**config.mk**
```make
export PLATFORM = sky130hd
export DESIGN_NAME = zemina90_bank_ctrl
export DESIGN_NICKNAME = d
export VERILOG_FILES = /design/src/rtl/zemina90_bank_ctrl_pkg.sv /design/src/rtl/zemina90_bank_ctrl_io_write_edge.sv /design/src/rtl/zemina90_bank_ctrl.sv
export SDC_FILE = /design/constraint.sdc
export NUM_CORES = 1
export LEC_CHECK = 0
export CAP_MARGIN = 20
export CORE_MARGIN = 2
export CORE_UTILIZATION = 25
export CTS_CLUSTER_SIZE = 12
export DETAILED_ROUTE_END_ITERATION = 16
export HOLD_SLACK_MARGIN = 0.05
export PLACE_DENSITY = 0.7
export SYNTH_ARGS = -nofsm -noshare
export SYNTH_HDL_FRONTEND = slang
export SYNTH_SLANG_ARGS = --single-unit
```
**constraint.sdc**
```tcl
create_clock -name clk -period 1.35 [get_ports clk]
set_input_delay 0.27 -clock clk [delete_from_list [all_inputs] [get_ports clk]]
set_output_delay 0.27 -clock clk [all_outputs]
set_load 0.02 [all_outputs]
```
**src/rtl/zemina90_bank_ctrl_pkg.sv**
```systemverilog
// Shared definitions for the Zemina 90-in-1 bank-select front end and the
// mapper that consumes its segment number.
package zemina90_bank_ctrl_pkg;

    // Register mode field bank_reg[7:6]; both 0x encodings select 16K mode.
    typedef enum logic [1:0] {
        MODE_16K_A    = 2'b00,
        MODE_16K_B    = 2'b01,
        MODE_32K      = 2'b10,
        MODE_32K_SWAP = 2'b11
    } zem90_mode_t;

    localparam logic [7:0] ZEM90_IO_PORT   = 8'h77;
    localparam logic [7:0] ZEM90_RESET_VAL = 8'h00;
    localparam logic [7:0] SEG_NONE        = 8'hFF;

    // The mapped window is pages 1 and 2 (0x4000-0xBFFF).
    function automatic logic in_window(input logic [1:0] page);
        return (page == 2'b01) || (page == 2'b10);
    endfunction

endpackage

```
**src/rtl/zemina90_bank_ctrl_io_write_edge.sv**
```systemverilog
// Qualifies a CPU I/O write to one port and turns it into a single capture
// pulse per strobe assertion, plus a registered acknowledge the cycle after.
// Written to be reusable by other I/O-banked mappers.
module zemina90_bank_ctrl_io_write_edge #(
    parameter logic [7:0] IO_PORT = 8'h77
) (
    input  logic       clk,
    input  logic       reset_n,
    input  logic       soft_reset_i,
    input  logic       enable_i,
    input  logic       iorq_i,
    input  logic       wr_i,
    input  logic [7:0] io_addr_i,
    output logic       capture_o,
    output logic       write_ack_o
);

    logic strb_s;
    logic strb_q;
    logic ack_q;

    // A strobe is only meaningful when the slot carries this mapper type.
    assign strb_s = enable_i & iorq_i & wr_i & (io_addr_i == IO_PORT);

    // Rising edge only; soft reset suppresses the capture so no ack follows.
    assign capture_o   = strb_s & ~strb_q & ~soft_reset_i;
    assign write_ack_o = ack_q;

    // Remember the previous strobe level and register the capture as the ack.
    always_ff @(posedge clk or negedge reset_n) begin
        if (!reset_n) begin
            strb_q <= 1'b0;
            ack_q  <= 1'b0;
        end else begin
            strb_q <= strb_s;
            ack_q  <= capture_o;
        end
    end

endmodule

```
**src/rtl/zemina90_bank_ctrl.sv**
```systemverilog
// Bank-select front end for the Zemina 90-in-1 cartridge: holds the
// bank/mode register written through an I/O port and decodes the 8 KB
// segment number for the live CPU memory address.
module zemina90_bank_ctrl
    import zemina90_bank_ctrl_pkg::*;
#(
    parameter logic [7:0] IO_PORT   = ZEM90_IO_PORT,
    parameter logic [7:0] RESET_VAL = ZEM90_RESET_VAL
) (
    input  logic        clk,
    input  logic        reset_n,
    input  logic        enable,
    input  logic        soft_reset,
    input  logic        iorq,
    input  logic        wr,
    input  logic [7:0]  io_addr,
    input  logic [7:0]  data_in,
    input  logic [15:0] addr,
    output logic [7:0]  seg_out,
    output logic        seg_hit,
    output logic [7:0]  bank_reg,
    output logic        write_ack
);

    logic        capture_s;
    logic [7:0]  bank_d;
    logic [7:0]  bank_q;
    zem90_mode_t mode_s;
    logic [5:0]  bank_b_s;
    logic [5:0]  bank16_s;
    logic        addr_unused_s;

    zemina90_bank_ctrl_io_write_edge #(
        .IO_PORT (IO_PORT)
    ) u_io_write_edge (
        .clk          (clk),
        .reset_n      (reset_n),
        .soft_reset_i (soft_reset),
        .enable_i     (enable),
        .iorq_i       (iorq),
        .wr_i         (wr),
        .io_addr_i    (io_addr),
        .capture_o    (capture_s),
        .write_ack_o  (write_ack)
    );

    // Next register value: soft reset has priority over a capture.
    always_comb begin
        bank_d = bank_q;
        if (soft_reset) begin
            bank_d = RESET_VAL;
        end else if (capture_s) begin
            bank_d = data_in;
        end else begin
            bank_d = bank_q;
        end
    end

    // Bank/mode register.
    always_ff @(posedge clk or negedge reset_n) begin
        if (!reset_n) begin
            bank_q <= RESET_VAL;
        end else begin
            bank_q <= bank_d;
        end
    end

    assign bank_reg      = bank_q;
    assign mode_s        = zem90_mode_t'(bank_q[7:6]);
    assign bank_b_s      = bank_q[5:0];
    assign addr_unused_s = ^addr[12:0];

    // Segment decode from the registered bank and the live address; the
    // 32K modes pair banks by masking bit 0 so B=3F never wraps.
    always_comb begin
        bank16_s = bank_b_s;
        seg_out  = SEG_NONE;
        seg_hit  = 1'b0;
        if (in_window(addr[15:14])) begin
            seg_hit = 1'b1;
            case (mode_s)
                MODE_32K: begin
                    bank16_s = (addr[15:14] == 2'b01) ? (bank_b_s & 6'h3E)
                                                      : (bank_b_s | 6'h01);
                end
                MODE_32K_SWAP: begin
                    bank16_s = (addr[15:14] == 2'b01) ? (bank_b_s | 6'h01)
                                                      : (bank_b_s & 6'h3E);
                end
                default: begin
                    bank16_s = bank_b_s;
                end
            endcase
            seg_out = {1'b0, bank16_s, addr[13]};
        end else begin
            bank16_s = bank_b_s;
            seg_out  = SEG_NONE;
            seg_hit  = 1'b0;
        end
    end

endmodule

```
==> metrics <==
Critical Path RT 1.08 ns; HP Class in -> reg; actual slew at the worst max-slew pin 0.4552 ns; Detail Placement HPWL 1292 um; post-synthesis register bit count 10; remaining antenna violation count after routing 0; CP max FO 2; WL/cell 11.52 um; Filler cells 215; via count 618; gpl congestion 0.6702; first-pass iteration count of the detailed router 2; clock root buffer clkbuf_4; PwrDens 639.5 nW/um^2; Max transition margin 0.6956; hold path depth 3; Clock Pin Slew Worst Setup and Hold Paths 0.06 ns; FF-to-FF Start u_io_write_edge.strb_q$_DFF_PN0_; fin. max-slew vios 0; Max Cap Viol 0; DR DRC count 0; Final Hold Viols 0; ant diodes 0; Final Core Density 0.5166; Max IR drop VDD 0.2085 mV; Crit path arrival time 1.15 ns; Yosys Warn Count 0; critical path launch point type register; hold_sp soft_reset; Worst Slack Setup Final -0.06706 ns; Initial Utilization 0.2580; max FFs per register 8; Clock power frac 0.277; Max clock buf depth 2; GRT Total Usage 0.1337; post-synth top area share 0.4515; IO Pins 56; CP Class reg -> out; initial antenna violation count 0; row cnt 17; unrepaired setup endpoints after global routing yes; Seq/Total Area, Yosys 0.4515; Achievable Freq 705.7 MHz; CP endpoint kind output port; Synth area leader dfrtp_1; count leader, synth inv_1; GR Overflow Total 0; # hold bufs at CTS 0; worst path cell trace xnor2_2, nand2_1, o211ai_1, buf_4; setup_tns -0.06706 ns; Seq pwr share 0.422; core area 2148 sq um; vias per inst 4.478; H-tree depth 1; Synth Net Count 96; Starting DRT DRC Count 1; skew final 0.0005466 ns; post-synthesis cell type count 15; final net count 151; Die Ht 51.09 um; mean post-synth cell area 9.724 sq um; Psw 0.0001979 W; register area 250.2 sq um; synthesized area 554.3 sq um; die width 51.09 um; R2R Setup Slk 0.06 ns; cells on worst reg2reg path 4; layout cells sized above 1 0.4000; combinational power share 0.300; reg2reg end bank_reg[6]$_DFFE_PN0P_; Area contributors post-synth dfrtp_1 45%, inv_1 13%, o22ai_1 9.0%; CTS tree yes; final setup violation count 1; async set-reset flop share out of synthesis 1.000; Area Growth Syn to Fin 100.2%; Leak Pwr 0.6058 nW; Synth top cells by count 19 x inv_1, 10 x dfrtp_1, 8 x o22ai_1; fin crit share 1.050; Multi-input gate area 299.0 sq um; switch share 0.2789; largest net degree at the start of global routing 11; Hold Path Sink u_io_write_edge.write_ack_o$_DFF_PN0_; status complete, but fails checks; PortBufs 42; P_int 0.0005118 W; final WL 1590 um; vias in the first global route 628; cells after synthesis 57; clk sink count 10; EDFF count, synth 0; Inserted Clock Buffers 3; Clock Latency Late Sink 0.26 ns; Min Clock Period, post-route 1.417 ns; Slowest-stage cell, CP dfrtp_1; ys flop type dfrtp_1; Die ar. 2610 sq um; largest stage delay on the critical path 0.42 ns; failing checks setup timing; global-route wire length before repair 2580 um
-- logic make-up after synthesis --
family,Yosys count,share of synthesized area
adder cells (fa/ha/maj),1,0.02257
AO/OA/AOI/OAI,10,0.1535
AND/OR/NAND/NOR,15,0.2077
XOR/XNOR,1,0.01580
buffers and inverters,20,0.1490
flip-flops,10,0.4515
-- worst max-delay path by stage --
stage	startpoint	to	slack, ns	cells after the start
floorplan	addr[15]	seg_out[0]	0.006	3
global placement	addr[15]	seg_out[0]	-0.83	5
detailed placement	addr[15]	seg_out[0]	-0.87	5
CTS	addr[14]	seg_out[0]	-0.1	4
global route	bank_reg[6]$_DFFE_PN0P_	seg_out[1]	-0.15	4
finish	bank_reg[6]$_DFFE_PN0P_	seg_out[1]	-0.07	4
-- timing repair --
action,CTS,global route
pin swaps,10,4
gates resized for setup,75,10
hold endpoints to repair,0,0
setup endpoints to repair,26,12
buffers inserted,0,1
-- cell usage in the layout, fill, tap and decap left out --
cell / instances
inv_2: 1
dfrtp_1: 10
dlymetal6s2s_1: 2
clkbuf_4: 3
nand3_2: 1
nand2_1: 6
inv_1: 17
buf_4: 8
clkbuf_2: 3
o41ai_4: 1
or4b_4: 1
dlygate4sd2_1: 17
or2_4: 1
nor2_1: 2
inv_4: 1
ha_4: 1
o22ai_2: 8
nand4b_4: 2
or2_2: 1
buf_6: 3
clkdlybuf4s50_1: 10
buf_2: 7
nor4_1: 1
clkdlybuf4s15_2: 1
o211ai_1: 1
xnor2_2: 1
-- final cells by class --
type,count,share of cell area
clock buffers,3,0.02029
inverters,19,0.06652
multi-input cells,27,0.2694
flip-flops and latches,10,0.2255
well taps,28,0.03157
repair buffers,51,0.3867
-- critical path: cells and delay by family (launching register included) --
family          cells  cell delay, ns
flops               1            0.42
buf+inv             1            0.17
xor+xnor            1            0.15
compound gates      1            0.09
simple gates        1            0.07
-- metrics by stage --
stage / cell area (sq um) / total power (W) / std cells / worst slack, ns / hold slack [ns]
2_1_floorplan: 556.8 / 0.0003871 / 57 / 0.006097 / -0.02559
3_3_place_gp: 1061 / 0.0005322 / 134 / -0.8303 / 0.5148
3_5_place_dp: 1061 / 0.0005367 / 134 / -0.8725 / 0.5306
4_1_cts: 1105 / 0.0007202 / 137 / -0.09576 / 0.3353
5_1_grt: 1110 / 0.0007485 / 138 / -0.1537 / 0.3301
6_report: 1110 / 0.0007097 / 138 / -0.06706 / 0.3184
-- metal layers --
layer | global-route usage | up-vias | routed length (um)
li1 | - | 290 | -
met1 | 0.1350 | 283 | 563
met2 | 0.2359 | 40 | 789
met3 | 0.05263 | 5 | 207
met4 | 0.06757 | 0 | 30
met5 | 0 | - | 0
-- power groups by stage --
stage	Clock, W	Combinational [W]	Sequential [W]
floorplan	0	0.0000815	0.000306
global placement	0	0.000227	0.000305
detailed placement	0	0.000231	0.000305
CTS	0.000206	0.000214	0.000300
global route	0.000221	0.000227	0.000300
finish	0.000197	0.000213	0.000300
(Power assumes the default switching activity.)
